--- config.mk ---
export PLATFORM = sky130hd
export DESIGN_NAME = risc_test_sequencer
export DESIGN_NICKNAME = d
export VERILOG_FILES = /design/src/rtl/risc_test_pkg.sv /design/src/rtl/risc_vec_mem.sv /design/src/rtl/risc_test_sequencer.sv
export SDC_FILE = /design/constraint.sdc
export NUM_CORES = 1
export LEC_CHECK = 0
export ABC_AREA = 0
export BUFFER_PORTS_ARGS = -buffer_cell sky130_fd_sc_hd__buf_4
export CAP_MARGIN = 10
export CORE_ASPECT_RATIO = 0.8
export CORE_MARGIN = 2
export CORE_UTILIZATION = 65
export DETAILED_ROUTE_END_ITERATION = 12
export HOLD_SLACK_MARGIN = 0.06
export MAX_ROUTING_LAYER = met4
export PLACE_DENSITY = 0.88
export SKIP_CTS_REPAIR_TIMING = 1
export SYNTH_ARGS = -nofsm -noshare
export SYNTH_HDL_FRONTEND = slang
export SYNTH_SLANG_ARGS = --single-unit
--- constraint.sdc ---
create_clock -name clk -period 19.31 [get_ports clk]
set_clock_uncertainty 0.2 [all_clocks]
set_input_delay 1.931 -clock clk [delete_from_list [all_inputs] [get_ports clk]]
set_output_delay 1.931 -clock clk [all_outputs]
set_load 0.1 [all_outputs]
--- src/rtl/risc_test_pkg.sv ---
// Shared types and constants for the RISC_16 vector sequencer.
package risc_test_pkg;

    // Sequencer FSM states
    typedef enum logic [2:0] {
        ST_IDLE   = 3'd0,
        ST_FETCH  = 3'd1,
        ST_ISSUE  = 3'd2,
        ST_SETTLE = 3'd3,
        ST_CHECK  = 3'd4,
        ST_DONE   = 3'd5
    } state_t;

    // Bit positions inside fail_mask
    localparam int FAIL_IN1 = 0;
    localparam int FAIL_IN2 = 1;
    localparam int FAIL_OUT = 2;

endpackage

--- src/rtl/risc_vec_mem.sv ---
// Vector table: DEPTH slots of {instr, exp_in1, exp_in2, exp_out},
// one synchronous write port and one registered read port.
module risc_vec_mem #(
    parameter int DATA_W = 16,
    parameter int DEPTH  = 8
) (
    input  logic                       clk,
    input  logic                       we,
    input  logic [$clog2(DEPTH)-1:0]   waddr,
    input  logic [4*DATA_W-1:0]        wdata,
    input  logic                       re,
    input  logic [$clog2(DEPTH)-1:0]   raddr,
    output logic [4*DATA_W-1:0]        rdata
);

    logic [4*DATA_W-1:0] mem_q [DEPTH];
    logic [4*DATA_W-1:0] rdata_q;

    // Table write and registered read
    // NOTE: the table and its read register have no reset; contents are only
    // meaningful after a load, and leaving them unreset keeps this a plain RAM.
    always_ff @(posedge clk) begin
        if (we) begin
            mem_q[waddr] <= wdata;
        end
        if (re) begin
            rdata_q <= mem_q[raddr];
        end
    end

    assign rdata = rdata_q;

endmodule

--- src/rtl/risc_test_sequencer.sv ---
// Vector sequencer/checker for the RISC_16 core: issues each stored
// instruction with a timed enable window, then checks the ALU debug taps.
module risc_test_sequencer
    import risc_test_pkg::*;
#(
    parameter int DATA_W          = 16,
    parameter int DEPTH           = 8,
    parameter int CYCLES_PER_TEST = 5,
    parameter int ERR_W           = 8
) (
    input  logic                       clk,
    input  logic                       rst,
    input  logic                       start,
    input  logic [$clog2(DEPTH):0]     num_tests,
    input  logic                       stop_on_fail,
    input  logic                       vec_we,
    input  logic [$clog2(DEPTH)-1:0]   vec_addr,
    input  logic [DATA_W-1:0]          vec_instr,
    input  logic [DATA_W-1:0]          vec_exp_in1,
    input  logic [DATA_W-1:0]          vec_exp_in2,
    input  logic [DATA_W-1:0]          vec_exp_out,
    output logic                       dut_enable,
    output logic [DATA_W-1:0]          dut_instruction,
    input  logic [DATA_W-1:0]          alu_in1,
    input  logic [DATA_W-1:0]          alu_in2,
    input  logic [DATA_W-1:0]          alu_out,
    output logic                       busy,
    output logic                       done,
    output logic [ERR_W-1:0]           error_count,
    output logic [$clog2(DEPTH)-1:0]   first_fail_idx,
    output logic                       fail_valid,
    output logic [2:0]                 fail_mask,
    output logic [$clog2(DEPTH)-1:0]   vec_idx
);

    localparam int AW = $clog2(DEPTH);
    localparam int NW = AW + 1;
    localparam int CW = (CYCLES_PER_TEST > 1) ? $clog2(CYCLES_PER_TEST) : 1;

    localparam logic [NW-1:0]    DEPTH_N  = NW'(DEPTH);
    localparam logic [CW-1:0]    CYC_LAST = CW'(CYCLES_PER_TEST - 1);
    localparam logic [ERR_W-1:0] ERR_MAX  = '1;

    state_t              state_q, state_d;
    logic [AW-1:0]       vec_idx_q, vec_idx_d;
    logic [CW-1:0]       cyc_q, cyc_d;
    logic [NW-1:0]       num_q, num_d;
    logic [ERR_W-1:0]    err_q, err_d;
    logic [AW-1:0]       ffi_q, ffi_d;
    logic                fv_q, fv_d;
    logic [2:0]          fmask_q, fmask_d;

    logic [4*DATA_W-1:0] rd_data;
    logic [DATA_W-1:0]   rd_instr, rd_exp_in1, rd_exp_in2, rd_exp_out;
    logic [2:0]          mask_w;
    logic [NW-1:0]       num_clamped;
    logic                is_last;
    logic                busy_w;

    assign busy_w = (state_q == ST_FETCH) || (state_q == ST_ISSUE) ||
                    (state_q == ST_SETTLE) || (state_q == ST_CHECK);

    // Writes are only accepted between runs, so the table never changes under a run
    risc_vec_mem #(
        .DATA_W (DATA_W),
        .DEPTH  (DEPTH)
    ) u_mem (
        .clk   (clk),
        .we    (vec_we && !busy_w),
        .waddr (vec_addr),
        .wdata ({vec_instr, vec_exp_in1, vec_exp_in2, vec_exp_out}),
        .re    (state_q == ST_FETCH),
        .raddr (vec_idx_q),
        .rdata (rd_data)
    );

    assign {rd_instr, rd_exp_in1, rd_exp_in2, rd_exp_out} = rd_data;

    // Per-field compare of the core taps against the fetched vector
    always_comb begin
        mask_w           = '0;
        mask_w[FAIL_IN1] = (alu_in1 != rd_exp_in1);
        mask_w[FAIL_IN2] = (alu_in2 != rd_exp_in2);
        mask_w[FAIL_OUT] = (alu_out != rd_exp_out);
    end

    assign num_clamped = (num_tests > DEPTH_N) ? DEPTH_N : num_tests;
    assign is_last     = ({1'b0, vec_idx_q} == (num_q - NW'(1)));

    // Next-state logic for the FSM, counters and result registers
    // NOTE: every _d gets its hold value first so no path leaves it unassigned (no latches).
    always_comb begin
        state_d   = state_q;
        vec_idx_d = vec_idx_q;
        cyc_d     = cyc_q;
        num_d     = num_q;
        err_d     = err_q;
        ffi_d     = ffi_q;
        fv_d      = fv_q;
        fmask_d   = fmask_q;

        case (state_q)
            ST_IDLE, ST_DONE: begin
                if (start) begin
                    err_d     = '0;
                    ffi_d     = '0;
                    fv_d      = 1'b0;
                    fmask_d   = '0;
                    vec_idx_d = '0;
                    num_d     = num_clamped;
                    state_d   = (num_clamped == '0) ? ST_DONE : ST_FETCH;
                end
            end
            ST_FETCH: begin
                cyc_d   = '0;
                state_d = ST_ISSUE;
            end
            ST_ISSUE: begin
                if (cyc_q == CYC_LAST) begin
                    state_d = ST_SETTLE;
                end else begin
                    cyc_d = cyc_q + CW'(1);
                end
            end
            ST_SETTLE: begin
                state_d = ST_CHECK;
            end
            ST_CHECK: begin
                if (mask_w != '0) begin
                    if (err_q != ERR_MAX) begin
                        err_d = err_q + ERR_W'(1);
                    end
                    fmask_d = mask_w;
                    if (!fv_q) begin
                        fv_d  = 1'b1;
                        ffi_d = vec_idx_q;
                    end
                end
                if (is_last || ((mask_w != '0) && stop_on_fail)) begin
                    state_d = ST_DONE;
                end else begin
                    vec_idx_d = vec_idx_q + AW'(1);
                    state_d   = ST_FETCH;
                end
            end
            default: begin
                state_d = ST_IDLE;
            end
        endcase
    end

    // State registers with synchronous active-high reset
    // NOTE: sequential state uses <= so every flop samples the pre-edge values.
    always_ff @(posedge clk) begin
        if (rst) begin
            state_q   <= ST_IDLE;
            vec_idx_q <= '0;
            cyc_q     <= '0;
            num_q     <= '0;
            err_q     <= '0;
            ffi_q     <= '0;
            fv_q      <= 1'b0;
            fmask_q   <= '0;
        end else begin
            state_q   <= state_d;
            vec_idx_q <= vec_idx_d;
            cyc_q     <= cyc_d;
            num_q     <= num_d;
            err_q     <= err_d;
            ffi_q     <= ffi_d;
            fv_q      <= fv_d;
            fmask_q   <= fmask_d;
        end
    end

    assign dut_enable      = (state_q == ST_ISSUE);
    assign dut_instruction = ((state_q == ST_ISSUE) || (state_q == ST_SETTLE)) ? rd_instr : '0;
    assign busy            = busy_w;
    assign done            = (state_q == ST_DONE);
    assign error_count     = err_q;
    assign first_fail_idx  = ffi_q;
    assign fail_valid      = fv_q;
    assign fail_mask       = fmask_q;
    assign vec_idx         = vec_idx_q;

endmodule

== Word level (Yosys, flattened, before mapping) ==
Memory sizes are Yosys's and may differ from the RTL's. A register that Yosys moved wholly into a read port is not among the register bits.
Cells that the tools add are included.

* Logic and storage cells: 79
* Output and inout bits: 37
* Register bits after elaboration: 28
* Memories: 1
* Input bits: 124
* Bits in writable memories: 512

{| class="wikitable"
|+ Memories
! name !! words !! bits a word !! rd ports !! clocked after Yosys merged registers in !! wr ports !! line !! text
|-
| u_mem.mem_q || 8 || 64 || 1 || 1 || 1 || risc_vec_mem.sv:16 || <nowiki>logic [4*DATA_W-1:0] mem_q [DEPTH];</nowiki>
|}

* Mux-type cells: 26
* Order comparisons: 1
* $add $sub $neg: 4
* Reductions and logical operators: 21
* Eq/ne operators: 18

{| class="wikitable"
|+ Operator list
! operator !! number
|-
| 16-bit != test || 3
|-
| 3-bit two-way mux || 10
|-
| 8-bit two-way mux || 3
|-
| 3-bit case mux with 2 select lines || 4
|-
| 16-bit two-way mux || 1
|-
| 8-bit case mux with 2 select lines || 1
|-
| 3-bit case mux with 5 select lines || 1
|-
| 3-bit equality test, second input constant || 3
|-
| 8-bit by 1-bit adder with 8-bit output, second input constant || 1
|-
| 2-bit != test, second input constant || 4
|-
| 8-bit != test, second input constant || 1
|-
| 4-bit AND reduction || 2
|-
| 3-bit by 1-bit adder with 3-bit output, second input constant || 2
|-
| 3-bit by 2-bit equality test with 1-bit output, second input constant || 2
|-
| 2-bit by 1-bit != test with 1-bit output, second input constant || 3
|-
| 2-bit AND reduction || 3
|-
| 3-bit AND reduction || 2
|-
| 1-bit logical OR || 5
|-
| 3-bit by 4-bit equality test with 1-bit output || 1
|-
| 4-bit greater-than comparator, second input constant || 1
|-
| 4-bit logical NOT || 1
|-
| 1-bit two-way mux || 4
|-
| 4-bit two-way mux || 1
|-
| 2-bit nonzero test || 2
|-
| other kinds (8) || 9
|}

== Logic depth before layout (Yosys ltp) ==
Gate-level depths: netlist (run 1).

* Depth after elaboration: 8
* Mapped depth: 8
* Mapped depth without buffers: 7

== By module ==
From an unflattened synthesis (run 1), not the netlist that was laid out.

* Cell total of the unflattened synthesis: 1077
* Area total of the unflattened synthesis: 23451.2 um2

{| class="wikitable"
|+ By module, submodules not included
! module !! cells an instance !! area an instance (um2) !! sequential area each (um2) !! times used
|-
| risc_vec_mem || 816 || 21187.8 || 17296.6 || 1
|-
| risc_test_sequencer || 261 || 2263.4 || 560.5 || 1
|}

== Worst setup path before layout (run 1) ==
No wires, ideal clock.

* Kind: input-to-reg
* From: input port vec_addr[0]
* To: memory u_mem.mem_q[0][0] (netlist bit) (enable)
* Stages: 2
* Path slack: 12.049 ns
* Data required time: 18.545 ns
* Setup time: 0.565 ns
* Data arrival time: 6.496 ns
* Buffers on the path: 0
* Cell sequence: nand3b_1 nor3_1

{| class="wikitable"
|+ RTL lines
! element !! line !! text
|-
| start, declared || risc_test_sequencer.sv:17 || <nowiki>input logic [$clog2(DEPTH)-1:0] vec_addr,</nowiki>
|-
| end, declared || risc_vec_mem.sv:16 ||
|}

No word-level cell before the write port.

== Worst setup path in the final report (run 1) ==
* From: register state_q[1]
* To: output port dut_instruction[13]

* Cells in the longest elaborated chain, start to end: 3
* Elaborated cells on any way between the ends: 4
* Classes of those cells: 2 x eq/ne; 1 x mux; 1 x reduce/logical

{| class="wikitable"
|+ Ends and longest elaborated chain
! element !! line !! text
|-
| start, declared || risc_test_sequencer.sv:44 || <nowiki>state_t state_q, state_d;</nowiki>
|-
| start signal, assigned || risc_test_sequencer.sv:165 || <nowiki>state_q <= state_d;</nowiki>
|-
| 3-bit by 2-bit equality test with 1-bit output || risc_test_sequencer.sv:177 || <nowiki>assign dut_instruction = ((state_q == ST_ISSUE) || (state_q == ST_SETTLE)) ? rd_instr : '0;</nowiki>
|-
| 1-bit logical OR (*) || risc_test_sequencer.sv:177 ||
|-
| 16-bit two-way mux (*) || risc_test_sequencer.sv:177 ||
|-
| end, declared || risc_test_sequencer.sv:23 || <nowiki>output logic [DATA_W-1:0] dut_instruction,</nowiki>
|}

Mark *: on every way between the ends. The rest lies on a longest branch, timed or not.

==> results.ini, run 1 <==
[logic_synthesis]
yosysSeqAreaShare = 0.759
async_flop_share = 0
ys_types = 56
synth_seq_cells = 604
avgSynthCellArea_um2 = 21.8
syn-num-nets = 1206
syn_inst = 1077
synth_ff_type = edfxtp_1
synth_edf_count = 576
synthesis.area_um2 = 23500
synth_warnings = 0

[die]
rows = 62
ioPinCount = 161
initial_utilization = 0.657
die_area_um2 = 37700
die_w_um = 217
die_h_um = 174
fp.coreArea_um2 = 35800

[power_and_ir_drop]
p_switching_mw = 0.634
cellLeakagePower_nw = 8.70
switching_share = 0.229
p_per_area_nw_per_um2 = 103
p_clk_frac = 0.372
p_int_mw = 2.14
power_mw = 2.77
power_frac_comb = 0.080
ir_worst_vdd_mv = 0.0774
seqPwrFrac = 0.548

[place]
gp_congestion = 0.821
postPlaceCellArea_um2 = 25300
hpwl_um = 25500
port_buffers = 160

[final_layout]
mostFrequentLayoutCell = edfxtp_1
final_layout_size_suffix_gt1_frac = 0.364
multi_input_area_um2 = 5480
post-route-util = 0.755
fin_area_um2 = 27000
fin_nets = 1394
fillers = 1882
most-common-layout-cells = edfxtp_1 (576), buf_4 (176), mux4_2 (128)
regArea_um2 = 17900
area_delta_synth_final_pct = 14.9

[drt]
vias = 11100
drt_wl_total_um = 46900
postRouteAntennaNets = 0
drtPass1Iterations = 7
drtIter0Drc = 1208
routedWlPerCell_um = 26.1
via_per_inst = 6.19
drcViolationCount = 0

[worst_setup_path]
path_cells = and2b_1 -> and2_1 -> buf_4
arrival_ns = 2.40
critical_path_required_ns = 17.18
critPathKind = register to primary output
crit_path_max_incr_delay_ns = 0.63
critPathLaunchType = register
crit_slowest_cell = and2b_1
worst-path-buf-inv = 1
end_kind = primary output
critPathTopFamily = simple AND/OR/NAND/NOR gates
worst-path-max-fanout = 17

[sta]
tightest_slew_ns = 1.01
slew_viol_final = 0
period_needed_ns = 4.53
rsz0062_at_grt = false
timing.fmax_mhz = 221
min_period_over_period = 0.235
slew_headroom = 0.326
finalHoldViolCount = 0
finalSetupTns_ns = 0
setup-violations-final = 0

[clock_tree]
htree_num_levels = 2
cts.sinks = 604
insertion_delay_ns = 0.58
cts_buffers = 56
cts_root_buf = clkbuf_16
cts_tree = done
cts_buffer_depth = 3
cts.clk_slew.worst_paths_ns = 0.06

[global_route]
grt_use_total = 0.266
grt_overflow = 0
antenna_found_initial = 2
grt_start_max_net_pins = 69
grt_pass1_wl_um = 71500
grt_pass1_vias = 11700

[flow_run]
max-cap-violations = 0

[status]
status = complete, no violations

[min_path]
worstHoldPathType = register to register

==> power by group through the flow <==
| stage | registers (mW) | clock network [mW] | logic [mW] |
|---|---|---|---|
| after CTS | 1.52 | 1.04 | 0.222 |
| after detailed placement | 1.55 | 0 | 0.220 |
| after global placement | 1.54 | 0 | 0.215 |
| final | 1.52 | 1.03 | 0.221 |
| after global routing | 1.52 | 1.10 | 0.234 |
| after floorplan | 1.55 | 0 | 0.140 |
==> final cells by class <==
class,count,share of cell area
diodes,2,0.000185
inverters,9,0.00125
repair buffers,176,0.0489
clock buffers,73,0.0554
clock inverters,33,0.00783
flip-flops and latches,604,0.661
multi-input cells,418,0.203
well taps,480,0.0222
==> synthesized netlist by cell type, types with 2 or more instances <==
library cell,count,area (um2)
a2111o_1,4,45.0
a21boi_1,2,15.0
a21o_1,2,15.0
a21oi_1,11,55.1
a32oi_1,3,26.3
and2_1,17,106
and2b_1,2,15.0
and3_1,3,18.8
buf_1,5,18.8
buf_2,14,70.1
clkbuf_1,25,93.8
dfxtp_1,28,561
edfxtp_1,576,17300
ha_1,5,62.6
inv_1,9,33.8
mux2_2,64,721
mux2i_1,9,90.1
mux4_2,128,2880
nand2_1,27,101
nand2b_1,4,25.0
nand3_1,4,20.0
nand3b_1,3,22.5
nand4_4,2,42.5
nor2_1,18,67.6
nor3_1,7,35.0
nor3b_1,5,37.5
nor4_2,4,50.1
nor4_4,8,170
o2111ai_1,2,17.5
o21ai_1,3,15.0
o21ai_2,2,17.5
o31ai_4,3,63.8
xnor2_1,6,52.6
xor2_1,50,438
==> worst paths after layout <==
kind | from | endpoint | slack (ns) | cells after the start
worst min-delay path | first_fail_idx[2]$_SDFFE_PP0P_ | first_fail_idx[2]$_SDFFE_PP0P_ | 0.26 | 2
worst min register to register | first_fail_idx[2]$_SDFFE_PP0P_ | first_fail_idx[2]$_SDFFE_PP0P_ | 0.26 | 2
worst max register to register | vec_idx[0]$_SDFFE_PP0P_ | u_mem.rdata[62]$_DFFE_PP_ | 15.26 | 4
worst max-delay path | state_q[1]$_SDFFE_PP0P_ | dut_instruction[13] | 14.78 | 3
==> cell families after synthesis <==
group           count (synthesis)  synth area share
compound gates                 43            0.0160
xor+xnor                       56            0.0209
fa+ha+maj                       5           0.00266
buf+inv                        55            0.0100
flops                         604             0.759
mux                           201             0.157
simple gates                  113            0.0339
==> per-stage QoR <==
| step | hold slack (ns) | worst slack, ns | instances |
|---|---|---|---|
| floorplan | 0.281 | 12.05 | 1077 |
| global placement | 0.243 | 14.83 | 1687 |
| detailed placement | 0.259 | 14.77 | 1687 |
| CTS | 0.268 | 14.80 | 1793 |
| global route | 0.283 | 14.68 | 1795 |
| finish | 0.264 | 14.78 | 1795 |
==> worst reg2reg max path: cells and delay by family (launching register included) <==
family / cells / cell delay, ns
buffers and inverters: 2 / 1.82
muxes: 2 / 0.92
DFF: 1 / 0.85
==> per-layer routing <==
layer	part of all wire	global-route usage
met5	0	-
met4	0.023	0.0674
met2	0.50	0.416
met1	0.40	0.373
met3	0.076	0.0460
==> sequential cells by signal, summed over array words and instances (netlist names) <==
signal and count:
state_q 3, u_mem.mem_q 512, first_fail_idx 3, cyc_q 3
num_q 4, vec_idx 3, error_count 8, fail_valid 1
fail_mask 3, u_mem.rdata 64
Power figures use the tool's default switching activity.
==> run 2, diff against run 1 <==
--- a/config.mk
+++ b/config.mk
@@ -10,11 +10,11 @@
 export CAP_MARGIN = 10
 export CORE_ASPECT_RATIO = 0.8
 export CORE_MARGIN = 2
-export CORE_UTILIZATION = 65
+export CORE_UTILIZATION = 54
 export DETAILED_ROUTE_END_ITERATION = 12
 export HOLD_SLACK_MARGIN = 0.06
 export MAX_ROUTING_LAYER = met4
-export PLACE_DENSITY = 0.88
+export PLACE_DENSITY = 0.78
 export SKIP_CTS_REPAIR_TIMING = 1
 export SYNTH_ARGS = -nofsm -noshare
 export SYNTH_HDL_FRONTEND = slang
==> constraint.sdc (replaced) <==
create_clock -name clk -period 3.7 [get_ports clk]
set_clock_uncertainty 0.2 [all_clocks]
set_input_delay 0.37 -clock clk [delete_from_list [all_inputs] [get_ports clk]]
set_output_delay 0.37 -clock clk [all_outputs]
set_load 0.1 [all_outputs]
==> results.ini, run 2 (same netlist as run 1, synthesis figures left out) <==
[worst_setup_path]
rr_worst_depth = 5  ; was 4
crit_path_max_incr_delay_ns = 0.60  ; was 0.63 ns
critPathLaunchType = register  ; unchanged
r2r_start = state_q[0]$_SDFFE_PP0P_  ; was vec_idx[0]$_SDFFE_PP0P_
reg2reg_slack_ns = 0.82  ; was 15.26 ns
path_cells = nor2_1 -> xor2_1 -> nand3b_1 -> nor2_4 -> buf_12  ; was and2b_1 -> and2_1 -> buf_4
arrival_ns = 2.95  ; was 2.40 ns
r2r-end = u_mem.mem_q[4][26]$_DFFE_PP_  ; was u_mem.rdata[62]$_DFFE_PP_
worst-path-max-fanout = 31  ; was 17
critical_path_required_ns = 3.77  ; was 17.18 ns
crit_slowest_cell = dfxtp_1  ; was and2b_1
critPathKind = register to register  ; was register to primary output
end_kind = register  ; was primary output

[die]
fp.coreArea_um2 = 43100  ; was 35800 um2
die_w_um = 237  ; was 217 um
die_h_um = 191  ; was 174 um
die_area_um2 = 45200  ; was 37700 um2
rows = 68  ; was 62
initial_utilization = 0.546  ; was 0.657
ioPinCount = 161  ; unchanged

[drt]
postRouteAntennaNets = 0  ; unchanged
via_per_inst = 5.85  ; was 6.19
drcViolationCount = 0  ; unchanged
drt_wl_total_um = 47200  ; was 46900 um
met2_length_um = 22900  ; was 23400 um
route.layer.met1.wl_um = 20000  ; was 18900 um
drtIter0Drc = 1224  ; was 1208
top_layer_used = met4  ; unchanged
drtPass1Iterations = 7  ; unchanged
routedWlPerCell_um = 24.2  ; was 26.1 um
wl_met3_um = 3570  ; was 3560 um
vias = 11400  ; was 11.1k

[clock_tree]
cts_buffer_depth = 3  ; unchanged
cts_root_buf = clkbuf_16  ; unchanged
cts.clk_slew.worst_paths_ns = 0.06  ; about the same
htree_num_levels = 2  ; unchanged
cts.sinks = 604  ; unchanged
insertion_delay_ns = 0.59  ; was 0.58 ns
cts_tree = done  ; unchanged
cts_buffers = 56  ; unchanged

[power_and_ir_drop]
p_switching_mw = 3.27  ; was 0.634 mW
p_clk_frac = 0.365  ; was 0.372
power_frac_comb = 0.086  ; was 0.080
cellLeakagePower_nw = 9.10  ; was 8.70 nW
ir_worst_vdd_mv = 0.341  ; was 0.0774 mV
p_int_mw = 11.2  ; was 2.14 mW
seqPwrFrac = 0.548  ; about the same
p_per_area_nw_per_um2 = 514  ; was 103 nW/um2
switching_share = 0.226  ; was 0.229

[final_layout]
fin_nets = 1479  ; was 1394
most-common-layout-cells = edfxtp_1 (576), buf_4 (173), mux4_2 (128)  ; was edfxtp_1 (576), buf_4 (176), mux4_2 (128)
final_layout_size_suffix_gt1_frac = 0.352  ; was 0.364
regArea_um2 = 17900  ; unchanged
area_delta_synth_final_pct = 19.5  ; was 14.9%
fillers = 2725  ; was 1882
multi_input_area_um2 = 5500  ; was 5480 um2
mostFrequentLayoutCell = edfxtp_1  ; unchanged
fin_area_um2 = 28100  ; was 27000 um2
largest_reg_flops = 512  ; unchanged
largest-register = u_mem.mem_q  ; unchanged

[global_route]
grt_overflow = 0  ; unchanged
antenna_found_initial = 5  ; was 2
grt_pass1_vias = 11400  ; was 11.7k
grt_use_total = 0.215  ; was 0.266
grt_start_max_net_pins = 65  ; was 69
grt_pass1_wl_um = 69800  ; was 71500 um

[sta]
slew_headroom = 0.409  ; was 0.326
finalSetupTns_ns = 0  ; unchanged
rsz0062_at_grt = false  ; unchanged
slew_viol_final = 0  ; unchanged
timing.fmax_mhz = 347
finalHoldViolCount = 0  ; unchanged
setup-violations-final = 0  ; unchanged
min_period_over_period = 0.778
tightest_slew_ns = 0.886  ; was 1.01 ns
period_needed_ns = 2.88

[place]
port_buffers = 160  ; unchanged
hpwl_um = 27000  ; was 25500 um
postPlaceCellArea_um2 = 25700  ; was 25300 um2
gp_congestion = 0.780  ; was 0.821

[status]
status = complete, no violations  ; unchanged

[min_path]
worstHoldPathType = primary input to register  ; was register to register
hold_depth = 3  ; was 2
min_to = u_mem.mem_q[1][53]$_DFFE_PP_  ; was first_fail_idx[2]$_SDFFE_PP0P_
hold_path.startpoint = vec_addr[2]  ; was first_fail_idx[2]$_SDFFE_PP0P_

[flow_run]
max-cap-violations = 0  ; unchanged

==> run 2: changes by cell type in the layout (fill, tap and decap cells not counted), sizes merged <==
| cell | previous run | this run |
|---|---|---|
| diode | 2 | 5 |
| clkbuf | 73 | 70 |
| clkinvlp | 1 | 0 |
| buf | 176 | 188 |
| clkinv | 28 | 22 |
| dlygate4sd3 | 0 | 73 |
==> run 2: worst max path at each step <==
stage	from	end	slack [ns]	cells past startpoint
final	state_q[0]$_SDFFE_PP0P_	u_mem.mem_q[4][26]$_DFFE_PP_	0.82	5
after global routing	state_q[1]$_SDFFE_PP0P_	dut_instruction[14]	0.68	3
after CTS	state_q[1]$_SDFFE_PP0P_	dut_enable	0.74	3
after detailed placement	state_q[0]$_SDFFE_PP0P_	u_mem.mem_q[5][16]$_DFFE_PP_	0.93	5
after global placement	state_q[0]$_SDFFE_PP0P_	u_mem.mem_q[5][20]$_DFFE_PP_	0.97	5
after floorplan	state_q[0]$_SDFFE_PP0P_	u_mem.mem_q[7][0]$_DFFE_PP_	-0.73	5
==> run 2: area by class of cell <==
class                   count  area share
clock inverters            26     0.00606
well taps                 560      0.0249
clock buffers              70      0.0525
flip-flops and latches    604       0.636
inverters                   9     0.00120
diodes                      5    0.000445
multi-input cells         418       0.196
repair buffers            261      0.0829
==> run 2: through the flow <==
step	hold slack (ns)	power (mW)	utilization	worst slack, ns	std cells
4_1_cts	-0.210	14.5	0.635	0.738	1875
6_report	0.205	14.4	0.652	0.821	1953
3_5_place_dp	0.263	9.24	0.597	0.930	1779
3_3_place_gp	0.249	9.21	0.597	0.968	1779
5_1_grt	0.228	14.9	0.652	0.682	1953
2_1_floorplan	0.269	8.79	-	-0.734	1077
==> run 2: layer usage <==
layer | track usage | vias to the layer above
li1 | - | 4987
met1 | 0.303 | 5901
met2 | 0.329 | 466
met3 | 0.0465 | 76
met4 | 0.0440 | 0
met5 | - | -
==> run 2: power groups by stage <==
stage / sequential [mW] / combinational, mW / clock (mW)
5_1_grt: 7.94 / 1.33 / 5.61
2_1_floorplan: 8.06 / 0.730 / 0
3_5_place_dp: 8.06 / 1.18 / 0
4_1_cts: 7.92 / 1.19 / 5.36
6_report: 7.92 / 1.25 / 5.27
3_3_place_gp: 8.05 / 1.16 / 0
==> run 2: worst max-delay path, delay by kind of cell (launching register included) <==
family        cells  cell delay (ns)
xor+xnor          1             0.28
buf+inv           1             0.31
flops             1             0.60
simple gates      3             1.14
==> run 3, diff against run 2 <==
--- a/config.mk
+++ b/config.mk
@@ -5,16 +5,16 @@
 export SDC_FILE = /design/constraint.sdc
 export NUM_CORES = 1
 export LEC_CHECK = 0
-export ABC_AREA = 0
+export ABC_AREA = 1
 export BUFFER_PORTS_ARGS = -buffer_cell sky130_fd_sc_hd__buf_4
 export CAP_MARGIN = 10
 export CORE_ASPECT_RATIO = 0.8
 export CORE_MARGIN = 2
-export CORE_UTILIZATION = 54
+export CORE_UTILIZATION = 60
 export DETAILED_ROUTE_END_ITERATION = 12
 export HOLD_SLACK_MARGIN = 0.06
 export MAX_ROUTING_LAYER = met4
-export PLACE_DENSITY = 0.78
+export PLACE_DENSITY = 0.82
 export SKIP_CTS_REPAIR_TIMING = 1
 export SYNTH_ARGS = -nofsm -noshare
 export SYNTH_HDL_FRONTEND = slang
==> constraint.sdc (replaced) <==
create_clock -name clk -period 2.9 [get_ports clk]
set_clock_uncertainty 0.2 [all_clocks]
set_input_delay 0.29 -clock clk [delete_from_list [all_inputs] [get_ports clk]]
set_output_delay 0.29 -clock clk [all_outputs]
set_load 0.1 [all_outputs]
==> results.ini, run 3 <==
[status]
status = complete, no violations  ; unchanged

[clock_tree]
htree_num_levels = 2  ; unchanged
cts.sinks = 604  ; unchanged
cts_tree = done  ; unchanged
cts_buffers = 55  ; was 56
cts_buffer_depth = 3  ; unchanged
insertion_delay_ns = 0.60  ; was 0.59 ns
cts_root_buf = clkbuf_16  ; unchanged
cts.clk_slew.worst_paths_ns = 0.07  ; was 0.06 ns

[global_route]
grt_start_max_net_pins = 133  ; was 65
antenna_found_initial = 2  ; was 5
grt_overflow = 0  ; unchanged
grt_pass1_wl_um = 84800  ; was 69800 um
grt_pass1_vias = 15700  ; was 11.4k
grt_use_total = 0.275  ; was 0.215

[sta]
slew_headroom = 0.485  ; was 0.409
min_period_over_period = 0.941
period_needed_ns = 2.73
rsz0062_at_grt = false  ; unchanged
tightest_slew_ns = 0.773  ; was 0.886 ns
slew_viol_final = 0  ; unchanged
finalHoldViolCount = 0  ; unchanged
setup-violations-final = 0  ; unchanged
timing.fmax_mhz = 366

[logic_synthesis]
synth_mux_area_frac = 0  ; was 0.157
avgSynthCellArea_um2 = 12.5  ; was 21.8 um2
yosysTopAreaCell = edfxtp_1  ; unchanged
synth_top_area_frac = 0.721  ; was 0.736
yosys.area_share.simple = 0.109  ; was 0.0339
synthXorXnorAreaFrac = 0.0157  ; was 0.0209
synth_ff_type = edfxtp_1  ; unchanged
ys_types = 42  ; was 56
synth_warnings = 0  ; unchanged
synthAdderAreaFrac = 0.00261  ; was 0.00266
synth_commonest_cells = edfxtp_1 (576), nor2_1 (507), o21ai_0 (267)  ; was edfxtp_1 (576), mux4_2 (128), mux2_2 (64)
synth.most_common_cell = edfxtp_1  ; unchanged
synth_top_family_by_area = simple AND/OR/NAND/NOR gates  ; was multiplexers
synthesis.area_um2 = 24000  ; was 23500 um2
synth_seq_cells = 604  ; unchanged
syn_inst = 1914  ; was 1077
synth-compound-area-share = 0.0957  ; was 0.0160
async_flop_share = 0  ; unchanged
syn-num-nets = 2043  ; was 1206
synth_edf_count = 576  ; unchanged
yosysSeqAreaShare = 0.745  ; was 0.759
ys_top_cells_by_area = edfxtp_1 (72%), nor2_1 (7.9%), o21ai_0 (5.6%)  ; was edfxtp_1 (74%), mux4_2 (12%), mux2_2 (3.1%)

[power_and_ir_drop]
ir_worst_vdd_mv = 0.616  ; was 0.341 mV
power_mw = 20.4  ; was 14.4 mW
cellLeakagePower_nw = 10.0  ; was 9.10 nW
p_per_area_nw_per_um2 = 714  ; was 514 nW/um2

[final_layout]
mostFrequentLayoutCell = edfxtp_1  ; unchanged
stdcell_count = 2720  ; was 1953
post-route-util = 0.723  ; was 0.652
largest-register = u_mem.mem_q  ; unchanged
largest_reg_flops = 512  ; unchanged
most-common-layout-cells = edfxtp_1 (576), nor2_1 (497), o21ai_0 (267)  ; was edfxtp_1 (576), buf_4 (173), mux4_2 (128)
fin_nets = 2264  ; was 1479
final_layout_size_suffix_gt1_frac = 0.153  ; was 0.352
area_delta_synth_final_pct = 19.0  ; was 19.5%

[worst_setup_path]
rr_worst_depth = 6  ; was 5
crit_path_max_incr_delay_ns = 0.45  ; was 0.60 ns
arrival_ns = 2.24  ; was 2.95 ns
critPathKind = register to primary output  ; was register to register
worst-path-max-fanout = 12  ; was 31
critical_path_required_ns = 2.41  ; was 3.77 ns
r2r-end = u_mem.rdata[4]$_DFFE_PP_  ; was u_mem.mem_q[4][26]$_DFFE_PP_
cp_num_cells = 5  ; unchanged
crit_slowest_cell = nor2_2  ; was dfxtp_1
r2r_start = vec_idx[0]$_SDFFE_PP0P_  ; was state_q[0]$_SDFFE_PP0P_
worst-path-buf-inv = 2  ; was 1
critPathLaunchType = register  ; unchanged
path_cells = nand2_2 -> nor2_2 -> inv_2 -> nand3_4 -> buf_4  ; was nor2_1 -> xor2_1 -> nand3b_1 -> nor2_4 -> buf_12
end_kind = primary output  ; was register
reg2reg_slack_ns = 0.24  ; was 0.82 ns
critPathTopFamily = simple AND/OR/NAND/NOR gates  ; unchanged

[die]
die_h_um = 183  ; was 191 um
die_w_um = 227  ; was 237 um
rows = 65  ; was 68
initial_utilization = 0.608  ; was 0.546
ioPinCount = 161  ; unchanged
die_area_um2 = 41600  ; was 45200 um2
fp.coreArea_um2 = 39400  ; was 43100 um2

[place]
port_buffers = 160  ; unchanged
gp_congestion = 0.892  ; was 0.780
dp.cells = 2539  ; was 1779
hpwl_um = 30800  ; was 27000 um

[min_path]
hold_depth = 3  ; unchanged
worstHoldPathType = primary input to register  ; unchanged
min_to = u_mem.mem_q[5][1]$_DFFE_PP_  ; was u_mem.mem_q[1][53]$_DFFE_PP_
hold_path.startpoint = vec_addr[2]  ; unchanged

[drt]
drcViolationCount = 0  ; unchanged
drtPass1Iterations = 5  ; was 7
routedWlPerCell_um = 20.2  ; was 24.2 um
via_per_inst = 5.86  ; was 5.85
vias = 15900  ; was 11.4k
postRouteAntennaNets = 0  ; unchanged
drt_wl_total_um = 55000  ; was 47200 um
drtIter0Drc = 1974  ; was 1224

[flow_run]
max-cap-violations = 0  ; unchanged

[run 3: cell types whose count changed in the layout (fill, tap and decap cells not counted), sizes merged, moves of 62 or more]
cell	change
nor2	+500
o21ai	+262
mux4	-128
nand2	+87
inv	+68
mux2	-64
o22ai	+64
a31oi	+62
[run 3: report_power, final]
part           switching (mW)  leakage (nW)  internal (mW)
registers               0.199          5.46           10.2
logic                    1.89          3.67          0.724
clock network            3.16         0.902           4.16
total                    5.25          10.0           15.1
[run 3: kinds of logic (layout without fill, tap and decap cells)]
logic type,count (synthesis),count (layout)
compound gates,423,423
xor+xnor,43,43
fa+ha+maj,5,5
buf+inv,182,450
flops,604,604
other cells,0,2
simple gates,657,657
[run 3: metal layers]
layer  global-route usage  part of all wire  routed length (um)  vias up
met5                    -                 0                   0        -
met4               0.0928             0.023                1290        0
li1                     -                 -                   -     7260
met1                0.366              0.40               21900     7711
met2                0.438              0.49               27100      850
met3               0.0442             0.087                4770      109
[run 3: worst max-delay path by stage]
stage                             endpoint                    start  slack, ns
2_1_floorplan  u_mem.mem_q[0][0]$_DFFE_PP_  state_q[1]$_SDFFE_PP0P_      -0.21
3_3_place_gp      u_mem.rdata[4]$_DFFE_PP_  vec_idx[0]$_SDFFE_PP0P_       0.43
3_5_place_dp      u_mem.rdata[4]$_DFFE_PP_  vec_idx[0]$_SDFFE_PP0P_       0.42
4_1_cts                               busy  state_q[2]$_SDFFE_PP0P_       0.15
5_1_grt                               busy  state_q[2]$_SDFFE_PP0P_       0.04
6_report                              busy  state_q[2]$_SDFFE_PP0P_       0.17
[run 3: worst min-delay path: stages]
cell and delay, ns:
buf_4 0.13, nand2_1 0.16, nor2_4 0.09
[run 3: final cells by class]
type | count | area, um2
inverters | 78 | 308
clock inverters | 44 | 418
flip-flops and latches | 604 | 17900
fillers | 2423 | 10900
multi-input cells | 1128 | 5450
diodes | 2 | 5.00
repair buffers | 268 | 2390
well taps | 536 | 671
clock buffers | 60 | 1420
[run 3: stage by stage]
stage	worst slack (ns)	cell area (um2)	hold slack, ns	TNS [ns]
global placement	0.433	25900	0.249	0
floorplan	-0.207	24100	0.189	-97.91
finish	0.171	28500	0.0538	0
CTS	0.153	27800	-0.286	0
detailed placement	0.420	25900	0.258	0
global route	0.0431	28500	0.0669	0
